==> config.mk <==
export PLATFORM = sky130hd
export DESIGN_NAME = async_handshake_tx_flat
export DESIGN_NICKNAME = d
export VERILOG_FILES = /design/src/rtl/async_handshake_tx_if.sv /design/src/rtl/async_handshake_tx.sv /design/src/flat_wrapper.sv
export SDC_FILE = /design/constraint.sdc
export NUM_CORES = 1
export LEC_CHECK = 0
export BUFFER_PORTS_ARGS = -buffer_cell sky130_fd_sc_hd__buf_2
export CORE_MARGIN = 2
export CORE_UTILIZATION = 35
export CTS_CLUSTER_DIAMETER = 30
export DETAILED_ROUTE_END_ITERATION = 16
export SYNTH_ARGS = -nofsm -noshare
export SYNTH_HDL_FRONTEND = slang
export SYNTH_SLANG_ARGS = --single-unit
==> constraint.sdc <==
create_clock -name clock -period 2.16 [get_ports clock]
set_input_delay 0.108 -clock clock [delete_from_list [all_inputs] [get_ports clock]]
set_output_delay 0.108 -clock clock [all_outputs]
set_load 0.02 [all_outputs]
==> src/rtl/async_handshake_tx_if.sv <==
// Local valid/ready source plus four-phase req/ack peer link.
// master = transmitter side, slave = source and peer side.
interface async_handshake_tx_if #(
    parameter int DATA_WIDTH = 8
);
    logic [DATA_WIDTH-1:0] in_data;
    logic                  in_valid;
    logic                  in_ready;
    logic [DATA_WIDTH-1:0] data_out;
    logic                  req_out;
    logic                  ack_in;

    modport master (
        input  in_data,
        input  in_valid,
        input  ack_in,
        output in_ready,
        output data_out,
        output req_out
    );

    modport slave (
        output in_data,
        output in_valid,
        output ack_in,
        input  in_ready,
        input  data_out,
        input  req_out
    );
endinterface

==> src/rtl/async_handshake_tx.sv <==
// Four-phase req/ack initiator with ack synchroniser.
// Optional per-phase timeout built when ASYNC_HANDSHAKE_TIMEOUT_EN is defined.
module async_handshake_tx #(
    parameter int DATA_WIDTH     = 8,
    parameter int SYNC_BITS      = 2,
    parameter int TIMEOUT_CYCLES = 1024
) (
    input  logic                 clock,
    input  logic                 reset,
    async_handshake_tx_if.master bus,
    output logic                 busy,
    output logic                 timeout
);

    typedef enum logic [1:0] {
        ST_IDLE,
        ST_SETUP,
        ST_REQ,
        ST_RELEASE
    } state_t;

    state_t                state_q;
    state_t                state_d;
    logic [SYNC_BITS-1:0]  sync_q;
    logic                  ack_sync;
    logic                  accept;
    logic                  limit;
    logic                  req_q;
    logic [DATA_WIDTH-1:0] data_q;

    if (SYNC_BITS < 2 || TIMEOUT_CYCLES < 2) begin : g_bad_params
        $error("async_handshake_tx: SYNC_BITS and TIMEOUT_CYCLES must be >= 2");
    end

    always_ff @(posedge clock) begin
        if (reset) begin
            sync_q <= '0;
        end else begin
            sync_q <= {sync_q[SYNC_BITS-2:0], bus.ack_in};
        end
    end

    assign ack_sync = sync_q[SYNC_BITS-1];

    assign bus.in_ready = (state_q == ST_IDLE) && !reset;
    assign accept       = bus.in_valid && bus.in_ready;
    assign busy         = (state_q != ST_IDLE);
    assign bus.req_out  = req_q;
    assign bus.data_out = data_q;

    // Ack beats the phase limit when both land on the same cycle.
    always_comb begin
        state_d = state_q;
        unique case (state_q)
            ST_IDLE: begin
                if (accept) begin
                    state_d = ST_SETUP;
                end
            end
            ST_SETUP: begin
                state_d = ST_REQ;
            end
            ST_REQ: begin
                if (ack_sync || limit) begin
                    state_d = ST_RELEASE;
                end
            end
            ST_RELEASE: begin
                if (!ack_sync || limit) begin
                    state_d = ST_IDLE;
                end
            end
            default: begin
                state_d = ST_IDLE;
            end
        endcase
    end

    always_ff @(posedge clock) begin
        if (reset) begin
            state_q <= ST_IDLE;
            req_q   <= 1'b0;
            data_q  <= '0;
        end else begin
            state_q <= state_d;
            req_q   <= (state_d == ST_REQ);
            if (accept) begin
                data_q <= bus.in_data;
            end
        end
    end

`ifdef ASYNC_HANDSHAKE_TIMEOUT_EN
    localparam int CNT_W = $clog2(TIMEOUT_CYCLES);

    logic [CNT_W-1:0] cnt_q;
    logic             tmo_fire;
    logic             tmo_q;

    assign limit = (cnt_q == CNT_W'(TIMEOUT_CYCLES - 1));

    assign tmo_fire = limit &&
                      (((state_q == ST_REQ) && !ack_sync) ||
                       ((state_q == ST_RELEASE) && ack_sync));

    // Any state change restarts the count, covering REQ and RELEASE entry.
    always_ff @(posedge clock) begin
        if (reset) begin
            cnt_q <= '0;
        end else if (state_d != state_q) begin
            cnt_q <= '0;
        end else if (state_q == ST_REQ || state_q == ST_RELEASE) begin
            cnt_q <= cnt_q + CNT_W'(1);
        end
    end

    always_ff @(posedge clock) begin
        if (reset) begin
            tmo_q <= 1'b0;
        end else begin
            tmo_q <= tmo_fire;
        end
    end

    assign timeout = tmo_q;
`else
    assign limit   = 1'b0;
    assign timeout = 1'b0;
`endif

endmodule

==> src/flat_wrapper.sv <==
// flat-port wrapper written by rule: the top's interface ports become plain ports
module async_handshake_tx_flat 
#(
    parameter int DATA_WIDTH     = 8,
    parameter int SYNC_BITS      = 2,
    parameter int TIMEOUT_CYCLES = 1024
)
  (clock, reset, busy, timeout, bus_in_data, bus_in_valid, bus_ack_in, bus_in_ready, bus_data_out, bus_req_out);
  async_handshake_tx_if #(.DATA_WIDTH(DATA_WIDTH)) bus_i ();
  input  logic clock;
  input  logic reset;
  output logic busy;
  output logic timeout;
  input wire logic [$bits(bus_i.in_data)-1:0] bus_in_data;
  input wire logic [$bits(bus_i.in_valid)-1:0] bus_in_valid;
  input wire logic [$bits(bus_i.ack_in)-1:0] bus_ack_in;
  output wire logic [$bits(bus_i.in_ready)-1:0] bus_in_ready;
  output wire logic [$bits(bus_i.data_out)-1:0] bus_data_out;
  output wire logic [$bits(bus_i.req_out)-1:0] bus_req_out;
  assign bus_i.in_data = bus_in_data;
  assign bus_i.in_valid = bus_in_valid;
  assign bus_i.ack_in = bus_ack_in;
  assign bus_in_ready = bus_i.in_ready;
  assign bus_data_out = bus_i.data_out;
  assign bus_req_out = bus_i.req_out;
  async_handshake_tx #(.DATA_WIDTH(DATA_WIDTH), .SYNC_BITS(SYNC_BITS), .TIMEOUT_CYCLES(TIMEOUT_CYCLES)) u_core (.clock(clock), .reset(reset), .bus(bus_i), .busy(busy), .timeout(timeout));
endmodule
==> results.sh, run 1 <==
export IMPL_outcome="complete, no violations"
export IMPL_holdWs_ps=47.6
export IMPL_worstSetupPathType="register to output pin"
export IMPL_cts_htree_levels=1
export IMPL_yosysSeqAreaShare_pct=46.6
export IMPL_reg2reg_depth=3
export IMPL_area_growth_pct=25.3
export IMPL_slew_violations=0
export IMPL_synth_ff_type="dfxtp_1"
export IMPL_cts_root_buf="clkbuf_4"
export IMPL_rr_startpoint="u_core.state_q[1]$_SDFF_PP0_"
export IMPL_cap_violations=0
export IMPL_antenna_found_initial=0
export IMPL_yosysUniqueCellTypes=16
export IMPL_vias=406
export IMPL_r2r_slack_ps=1160
export IMPL_ant_nets=0
export IMPL_cp_data_required_time_ps=2050
export IMPL_diodes=0
export IMPL_die_area_um2=1930
export IMPL_netlist_area_um2=558
export IMPL_cts_sink_count=13
export IMPL_dp_cells=89
export IMPL_drive_gt1_share_pct=36.4
export IMPL_crit_end="bus_in_ready"
export IMPL_grt_max_degree=23
export IMPL_synth_net_count=66
export IMPL_period_needed_ps=1230
export IMPL_worstPathMaxFanout=6
export IMPL_via_per_inst=4.37
export IMPL_numCtsBuffers=3
export IMPL_port_buffers=22
export IMPL_finalHoldViolCount=0
export IMPL_setup_tns_final_ps=0
export IMPL_die_w_um=43.9
export IMPL_syn_avg_cell_area_um2=10.3
export IMPL_fin_nets=90
export IMPL_layout_setup_ws_ps=934
export IMPL_ios=24
export IMPL_hp_class="primary input to register"
export IMPL_gp_congestion=0.569
export IMPL_wire_per_inst_um=9.39
export IMPL_setup_worst_path_end_class="output pin"
export IMPL_clock_path_buffers=2
export IMPL_synth_commonest_cells="17 x nand2b_1, 13 x dfxtp_1, 8 x mux2i_1"
export IMPL_clk_pin_slew_ps=70
export IMPL_drt_pass1_iterations=3
export IMPL_async_flop_share_pct=0
export IMPL_ir_worst_vdd_mv=0.404
export IMPL_fillers=163
export IMPL_drt_iter0_drc=4
export IMPL_r2r_end="u_core.bus.data_out[0]$_SDFFE_PP0P_"
export IMPL_p_leak_nw=0.338
export IMPL_grt_overflow_total=0
export IMPL_grt_pass1_vias=314
export IMPL_synth_edf_count=0
export IMPL_period_share_pct=56.7
export IMPL_total_power_uw=508
export IMPL_core_um2=1510
export IMPL_start_util_pct=37.0
export IMPL_grt_pass1_wl_um=1360
export IMPL_cts_tree="done"
export IMPL_synth_area_leaders="dfxtp_1 47%, nand2b_1 19%, mux2i_1 14%"
export IMPL_grt_use_total_pct=10.1
export IMPL_cp_arrival_ps=1120
export IMPL_synth_top_cell_area_share_pct=46.6
export IMPL_setup_viol=0
export IMPL_die_y_um=43.9
export IMPL_hold_buffers=0
export IMPL_wl_um=873
export IMPL_syn_inst=54
export IMPL_cts_resized=0
export IMPL_pre_cts_slack_ps=1170
export IMPL_post_cts_repair_setup_buffers=0
export IMPL_fin_skew_ps=1.29
export IMPL_ys_warn_count=0
export IMPL_layout_cells_non_filler=93
export IMPL_power_per_cell_area_nw_per_um2=726
export IMPL_rows=14
export IMPL_min_path_cells=2
export IMPL_yosys_cell_count_top_type="nand2b_1"
export IMPL_insertion_delay_ps=270
export IMPL_synth_area_leader_cell="dfxtp_1"
export IMPL_max_freq_mhz=816
export IMPL_drc_errors=0
export IMPL_dpl_hpwl_um=604
export IMPL_synth_seq_cells=13
export IMPL_start_kind="register"
export IMPL_grt_setup_unrepaired="false"
export IMPL_crit_start="u_core.state_q[1]$_SDFF_PP0_"
[stage by stage]
stage	utilization, %	cell area (um^2)
after global placement	44.7	673
after floorplan	-	558
after global routing	46.4	699
after detailed placement	44.7	673
final	46.4	699
after CTS	46.4	699
[flip-flops by register name (all words and copies together), names as in the netlist]
register / count
u_core.bus.data_out: 8
u_core.bus.req_out: 1
u_core.state_q: 2
u_core.sync_q: 2
[worst min path at each step]
stage | end | start | slack [ps]
global route | u_core.sync_q[0]$_SDFF_PP0_ | bus_ack_in | 40
global placement | u_core.sync_q[0]$_SDFF_PP0_ | bus_ack_in | 320
finish | u_core.sync_q[0]$_SDFF_PP0_ | bus_ack_in | 50
detailed placement | u_core.sync_q[0]$_SDFF_PP0_ | bus_ack_in | 330
floorplan | u_core.sync_q[0]$_SDFF_PP0_ | bus_ack_in | 240
CTS | u_core.sync_q[0]$_SDFF_PP0_ | bus_ack_in | 40
[where the power goes]
| group | leakage, nW | total (mW) | switching, mW | internal (mW) |
|---|---|---|---|---|
| sequential | 0.107 | 0.266 | 0.00906 | 0.257 |
| clock | 0.0150 | 0.144 | 0.0723 | 0.0715 |
| combinational | 0.216 | 0.0978 | 0.0526 | 0.0453 |
| total | 0.338 | 0.508 | 0.134 | 0.374 |
[routing by layer]
| layer | track usage, % | up-vias | share of wire (%) |
|---|---|---|---|
| li1 | - | 216 | - |
| met1 | 12.7 | 174 | 47 |
| met3 | 6.25 | 0 | 10 |
| met2 | 13.2 | 16 | 42 |
| met5 | 0 | - | 0 |
| met4 | 5.45 | 0 | 0 |
[cells by family after synthesis]
group	synth area share, %
other cells	0.672
compound gates	3.36
flops	46.6
simple gates	30.9
buf+inv	4.04
mux	14.4
[layout by cell type, fill, tap and decap left out]
cell / n
clkbuf_4: 3
conb_1: 1
and2_1: 1
or3b_1: 1
nor2b_1: 2
a21oi_2: 1
and3b_1: 1
clkbuf_1: 1
o21ba_1: 1
nand3b_1: 1
buf_2: 22
mux2i_1: 8
or2_1: 1
buf_4: 1
dfxtp_1: 13
nand2b_1: 17
nor3b_2: 1
nor2_1: 1
[critical path: stages, from the launching register on]
cell     delay (ps)
dfxtp_1         350
or2_1           260
nor2_1           80
buf_2           160
[area by class of cell]
type	count	area, um^2	share of cell area (%)
Multi-Input combinational cell	37	275	39.4
Sequential cell	13	260	37.2
Tap cell	16	20.0	2.86
Timing Repair Buffer	23	118	16.8
Clock buffer	4	26.3	3.76
Power figures use the tool's default switching activity.
==> run 2: changes to the inputs <==
==> constraint.sdc (replaced) <==
create_clock -name clock -period 1.2 [get_ports clock]
set_input_delay 0.06 -clock clock [delete_from_list [all_inputs] [get_ports clock]]
set_output_delay 0.06 -clock clock [all_outputs]
set_load 0.02 [all_outputs]
==> run 2 against run 1 <==
Power up 84%. Flip-flop and latch count unchanged. Final area up 4.5%. Non-clock buffer count rose by 1. Register-to-register slack worse by 960 ps. Clock skew about the same. Die area did not move. Final cell count up 1.1%. Critical path type unchanged. Critical endpoint unchanged. Largest cell class unchanged. Largest power group unchanged.
==> results.sh, run 2 (synthesis gave the netlist of run 1 again) <==
export IMPL_cap_violations=0
export IMPL_reg2reg_depth=3
export IMPL_rr_startpoint="u_core.state_q[1]$_SDFF_PP0_"
export IMPL_die_area_um2=1930
export IMPL_setup_viol=0
export IMPL_grt_overflow_total=0
export IMPL_fillers=156
export IMPL_clk_pin_slew_ps=80
export IMPL_cts_sink_count=13
export IMPL_r2r_slack_ps=200
export IMPL_p_leak_nw=0.347
export IMPL_regArea_um2=265
export IMPL_slowest_delay_ps=360
export IMPL_insertion_delay_ps=260
export IMPL_max_freq_mhz=870
export IMPL_fin_skew_ps=0.808
export IMPL_sw_frac_of_total_pct=26.9
export IMPL_drive_gt1_share_pct=41.0
export IMPL_setup_tns_final_ps=0
export IMPL_cts_tree="done"
export IMPL_diodes=0
export IMPL_outcome="complete, no violations"
export IMPL_area_growth_pct=30.9
export IMPL_gp_congestion=0.570
export IMPL_multiInputGateArea_um2=285
export IMPL_ios=24
export IMPL_largest_register_ffs=8
export IMPL_vias=409
export IMPL_dpl_hpwl_um=612
export IMPL_drc_errors=0
export IMPL_p_seq_share_pct=51.3
export IMPL_worst_path_max_delay_cell="dfxtp_4"
export IMPL_final_area_um2=731
export IMPL_worstPathMaxFanout=6
export IMPL_crit_start="u_core.state_q[1]$_SDFF_PP0_"
export IMPL_grt_max_degree=23
export IMPL_clock_path_buffers=2
export IMPL_setup_worst_path_end_class="output pin"
export IMPL_slew_violations=0
export IMPL_power_per_cell_area_nw_per_um2=1280
export IMPL_p_int_uw=684
export IMPL_ant_nets=0
export IMPL_cts_root_buf="clkbuf_4"
export IMPL_start_util_pct=37.0
export IMPL_numCtsBuffers=3
export IMPL_pwr_share_clk_pct=28.2
export IMPL_layout_setup_ws_ps=50.3
export IMPL_wl_um=923
export IMPL_cp_data_required_time_ps=1140
export IMPL_grt_pass1_wl_um=1480
export IMPL_drt_pass1_iterations=2
export IMPL_antenna_found_initial=0
export IMPL_cts_htree_levels=1
export IMPL_hp_class="primary input to register"
export IMPL_path_cells="or2_4 -> nor2_4 -> buf_6"
export IMPL_drt_iter0_drc=2
export IMPL_grt_pass1_vias=367
export IMPL_finalHoldViolCount=0
export IMPL_combPwrFrac_pct=20.5
export IMPL_period_share_pct=95.8
export IMPL_period_needed_ps=1150
export IMPL_placed_area_um2=673
export IMPL_worstSetupPathType="register to output pin"
export IMPL_wire_per_inst_um=9.82
export IMPL_p_switching_uw=252
export IMPL_r2r_end="u_core.bus.data_out[0]$_SDFFE_PP0P_"
export IMPL_rows=14
export IMPL_final_common_cell="buf_2"
export IMPL_grt_use_total_pct=10.7
export IMPL_layout_common_cells="21 x buf_2, 17 x nand2b_1, 11 x dfxtp_1, 8 x mux2i_1, 3 x clkbuf_4"
export IMPL_crit_end="bus_in_ready"
export IMPL_ir_worst_vdd_mv=0.622
export IMPL_die_w_um=43.9
export IMPL_pre_cts_slack_ps=202
export IMPL_cp_arrival_ps=1090
export IMPL_port_buffers=22
export IMPL_grt_setup_unrepaired="false"
export IMPL_fin_nets=91
export IMPL_die_y_um=43.9
export IMPL_start_kind="register"
export IMPL_via_per_inst=4.35
export IMPL_core_um2=1510
## run 2: worst min path at each step
stage               depth (start not counted)      startpoint                                   to
finish                                      3  bus_in_data[7]  u_core.bus.data_out[7]$_SDFFE_PP0P_
floorplan                                   1      bus_ack_in          u_core.sync_q[0]$_SDFF_PP0_
global route                                3  bus_in_data[2]  u_core.bus.data_out[2]$_SDFFE_PP0P_
global placement                            2      bus_ack_in          u_core.sync_q[0]$_SDFF_PP0_
detailed placement                          2      bus_ack_in          u_core.sync_q[0]$_SDFF_PP0_
CTS                                         3  bus_in_data[6]  u_core.bus.data_out[6]$_SDFFE_PP0P_
## run 2: what timing repair did
action | CTS | global route
endpoints found under the hold margin | 1 | 0
resized for setup | 0 | 8
hold buffers | 1 | 0
buffers inserted | 0 | 0
endpoints found under the setup margin | 0 | 1
## run 2: layout make-up
| cell class | count | share of cell area, % |
|---|---|---|
| Timing Repair Buffer | 24 | 18.3 |
| Multi-Input combinational cell | 37 | 39.0 |
| Sequential cell | 13 | 36.3 |
| Tap cell | 16 | 2.74 |
| Clock buffer | 4 | 3.60 |
## run 2: power groups by stage
| stage | registers, mW | clock network (mW) | logic [mW] |
|---|---|---|---|
| 2_1_floorplan | 0.518 | 0 | 0.0956 |
| 3_5_place_dp | 0.490 | 0 | 0.178 |
| 3_3_place_gp | 0.489 | 0 | 0.177 |
| 6_report | 0.480 | 0.264 | 0.192 |
| 4_1_cts | 0.480 | 0.275 | 0.181 |
| 5_1_grt | 0.485 | 0.292 | 0.209 |
## run 2: stage by stage
stage          power, mW  util [%]  cells  hold slack [ps]
4_1_cts            0.936      47.1     94             37.4
5_1_grt            0.985      48.5     94             40.9
3_5_place_dp       0.668      44.7     89              277
3_3_place_gp       0.666      44.7     89              269
2_1_floorplan      0.614         -     54              188
6_report           0.936      48.5     94             43.6
## run 2: per-layer routing
layer | global-route usage, % | vias to the layer above | share of wire, %
li1 | - | 219 | -
met1 | 12.9 | 177 | 47
met3 | 4.17 | 0 | 6.7
met2 | 15.6 | 13 | 46
met4 | 7.27 | 0 | 0
met5 | 0 | - | 0
## run 2: worst max-delay path: cells and delay by family, from the launching register on
family / cells / cell delay (ps)
buffers and inverters: 1 / 120
DFF: 1 / 360
and+or+nand+nor: 2 / 350
==> run 3: changes to the inputs <==
--- a/config.mk
+++ b/config.mk
@@ -5,7 +5,9 @@
 export SDC_FILE = /design/constraint.sdc
 export NUM_CORES = 1
 export LEC_CHECK = 0
+export ABC_AREA = 1
 export BUFFER_PORTS_ARGS = -buffer_cell sky130_fd_sc_hd__buf_2
+export CAP_MARGIN = 20
 export CORE_MARGIN = 2
 export CORE_UTILIZATION = 35
 export CTS_CLUSTER_DIAMETER = 30
==> run 3 against run 2 <==
Sequential share of layout area up 0.38 points. Power is 1.5% lower. Wire length is 16% higher. First-iteration DRC count rose to 2.5 times the previous value. Worst hold slack worse by 11 ps. Setup slack gained 61 ps. Flip-flop and latch count stayed put. Register-to-register slack got worse by 30 ps. Area after synthesis fell by 0.90%. Utilization fell by 0.86 points.
==> results.sh, run 3 <==
export IMPL_outcome="complete, no violations"
export IMPL_synth_compound_area_share_pct=1.58
export IMPL_min_path_cells=3
export IMPL_layout_cells_non_filler=115
export IMPL_syn_inst=74
export IMPL_synth_net_count=86
export IMPL_drt_iter0_drc=5
export IMPL_cts_htree_levels=1
export IMPL_wl_um=1080
export IMPL_synth_xor_area_share_pct=0
export IMPL_ys_warn_count=0
export IMPL_yosys_cell_count_top_type="nand2_1"
export IMPL_finalHoldViolCount=0
export IMPL_die_y_um=43.8
export IMPL_synth_top_family_by_area="simple AND/OR/NAND/NOR gates"
export IMPL_area_growth_pct=28.3
export IMPL_ios=24
export IMPL_grt_max_degree=14
export IMPL_yosys_area_share_simple_pct=38.0
export IMPL_fin_nets=112
export IMPL_synth_seq_cells=13
export IMPL_grt_use_total_pct=13.3
export IMPL_clock_path_buffers=2
export IMPL_setup_viol=0
export IMPL_combPwrFrac_pct=19.4
export IMPL_synth_commonest_cells="18 x nand2_1, 13 x dfxtp_1, 12 x inv_1, 12 x nor2_1, 8 x nand4_1"
export IMPL_cts_root_buf="clkbuf_4"
export IMPL_layout_common_cells="22 x buf_2, 18 x nand2_1, 13 x dfxtp_1, 12 x nor2_1, 12 x inv_1"
export IMPL_cp_arrival_ps=1030
export IMPL_cp_data_required_time_ps=1140
export IMPL_grt_setup_unrepaired="false"
export IMPL_holdWs_ps=32.4
export IMPL_synth_edf_count=0
export IMPL_ant_nets=0
export IMPL_synthMuxAreaShare_pct=0
export IMPL_antenna_found_initial=0
export IMPL_core_um2=1490
export IMPL_start_util_pct=37.1
export IMPL_slew_violations=0
export IMPL_sw_frac_of_total_pct=28.8
export IMPL_drt_pass1_iterations=4
export IMPL_cap_violations=0
export IMPL_rows=14
export IMPL_drive_gt1_share_pct=31.3
export IMPL_synth_ff_type="dfxtp_1"
export IMPL_syn_avg_cell_area_um2=7.47
export IMPL_grt_overflow_total=0
export IMPL_setup_worst_path_end_class="output pin"
export IMPL_port_buffers=22
export IMPL_clk_pin_slew_ps=80
export IMPL_pwr_share_clk_pct=28.8
export IMPL_start_kind="register"
export IMPL_layout_setup_ws_ps=111
export IMPL_drc_errors=0
export IMPL_period_share_pct=90.8
export IMPL_cts_resized=0
export IMPL_gp_congestion=0.685
export IMPL_p_int_uw=656
export IMPL_largest_register_ffs=8
export IMPL_fin_skew_ps=1.91
export IMPL_numCtsBuffers=3
export IMPL_netlist_area_um2=553
export IMPL_p_switching_uw=266
export IMPL_ir_worst_vdd_mv=0.685
export IMPL_worstPathMaxFanout=3
export IMPL_wire_per_inst_um=9.35
export IMPL_pre_cts_slack_ps=219
export IMPL_die_w_um=43.8
export IMPL_synth_area_leader_cell="dfxtp_1"
export IMPL_yosysUniqueCellTypes=14
export IMPL_async_flop_share_pct=0
export IMPL_grt_pass1_wl_um=1850
export IMPL_diodes=0
export IMPL_dpl_hpwl_um=797
export IMPL_final_common_cell="buf_2"
export IMPL_hp_class="primary input to register"
export IMPL_max_freq_mhz=918
export IMPL_worstSetupPathType="register to output pin"
export IMPL_reg2reg_depth=5
export IMPL_period_needed_ps=1090
export IMPL_p_seq_share_pct=51.9
export IMPL_die_area_um2=1910
export IMPL_p_leak_nw=0.389
export IMPL_dp_cells=109
export IMPL_power_per_cell_area_nw_per_um2=1300
export IMPL_yosysSeqAreaShare_pct=47.1
export IMPL_synth_top_cell_area_share_pct=47.1
export IMPL_insertion_delay_ps=270
export IMPL_post_route_util_pct=47.6
export IMPL_vias=501
export IMPL_synth_adder_area_share_pct=0
export IMPL_synth_area_leaders="dfxtp_1 47%, nand2_1 12%, nand4_1 9.0%"
export IMPL_grt_pass1_vias=448
export IMPL_via_per_inst=4.36
export IMPL_setup_tns_final_ps=0
export IMPL_cts_sink_count=13
export IMPL_cts_tree="done"
## run 3: logic make-up (layout without fill, tap and decap cells)
family | Yosys count | count (layout)
compound gates | 1 | 1
buf+inv | 17 | 42
flops | 13 | 13
other cells | 1 | 1
simple gates | 42 | 42
## run 3: what timing repair did
item,CTS,global route
hold buffers,1,0
endpoints found under the hold margin,1,0
endpoints found under the setup margin,1,0
setup buffers,1,0
## run 3: power by group through the flow
| stage | Combinational, mW | Sequential (mW) | Clock, mW |
|---|---|---|---|
| after floorplan | 0.0881 | 0.518 | 0 |
| after global placement | 0.172 | 0.488 | 0 |
| after detailed placement | 0.174 | 0.488 | 0 |
| after CTS | 0.181 | 0.479 | 0.282 |
| after global routing | 0.200 | 0.482 | 0.310 |
| final | 0.179 | 0.478 | 0.265 |
## run 3: cell type report
type	instances	area [um^2]
Sequential cell	13	260
Fill cell	164	779
Multi-Input combinational cell	44	223
Clock buffer	4	26.3
Tap cell	16	20.0
Inverter	14	52.6
Timing Repair Buffer	24	128
## run 3: worst paths after layout
check,from,end,slack (ps)
worst max-delay path,u_core.state_q[0]$_SDFF_PP0_,bus_in_ready,110
worst min-delay path,bus_in_data[4],u_core.bus.data_out[4]$_SDFFE_PP0P_,30
worst max register to register,u_core.state_q[0]$_SDFF_PP0_,u_core.bus.data_out[0]$_SDFFE_PP0P_,170
worst min register to register,u_core.sync_q[0]$_SDFF_PP0_,u_core.sync_q[1]$_SDFF_PP0_,410
## run 3: routing by layer
metal / GRT usage [%] / routed length [um] / part of all wire, % / vias up
li1: - / - / - / 277
met4: 7.27 / 5 / 0.47 / 0
met1: 18.9 / 512 / 48 / 203
met2: 17.9 / 463 / 43 / 19
met3: 3.75 / 92 / 8.6 / 2
met5: 0 / 0 / 0 / -
## run 3: critical path, cell delays in order (launching register included)
cell,delay [ps]
dfxtp_1,360
nor2_8,120
inv_2,40
nor2_1,70
buf_2,160
## run 3: per-stage QoR
step | cell area, um^2 | total power [mW]
finish | 709 | 0.922
global route | 709 | 0.991
CTS | 709 | 0.942
detailed placement | 666 | 0.662
global placement | 666 | 0.660
floorplan | 553 | 0.606
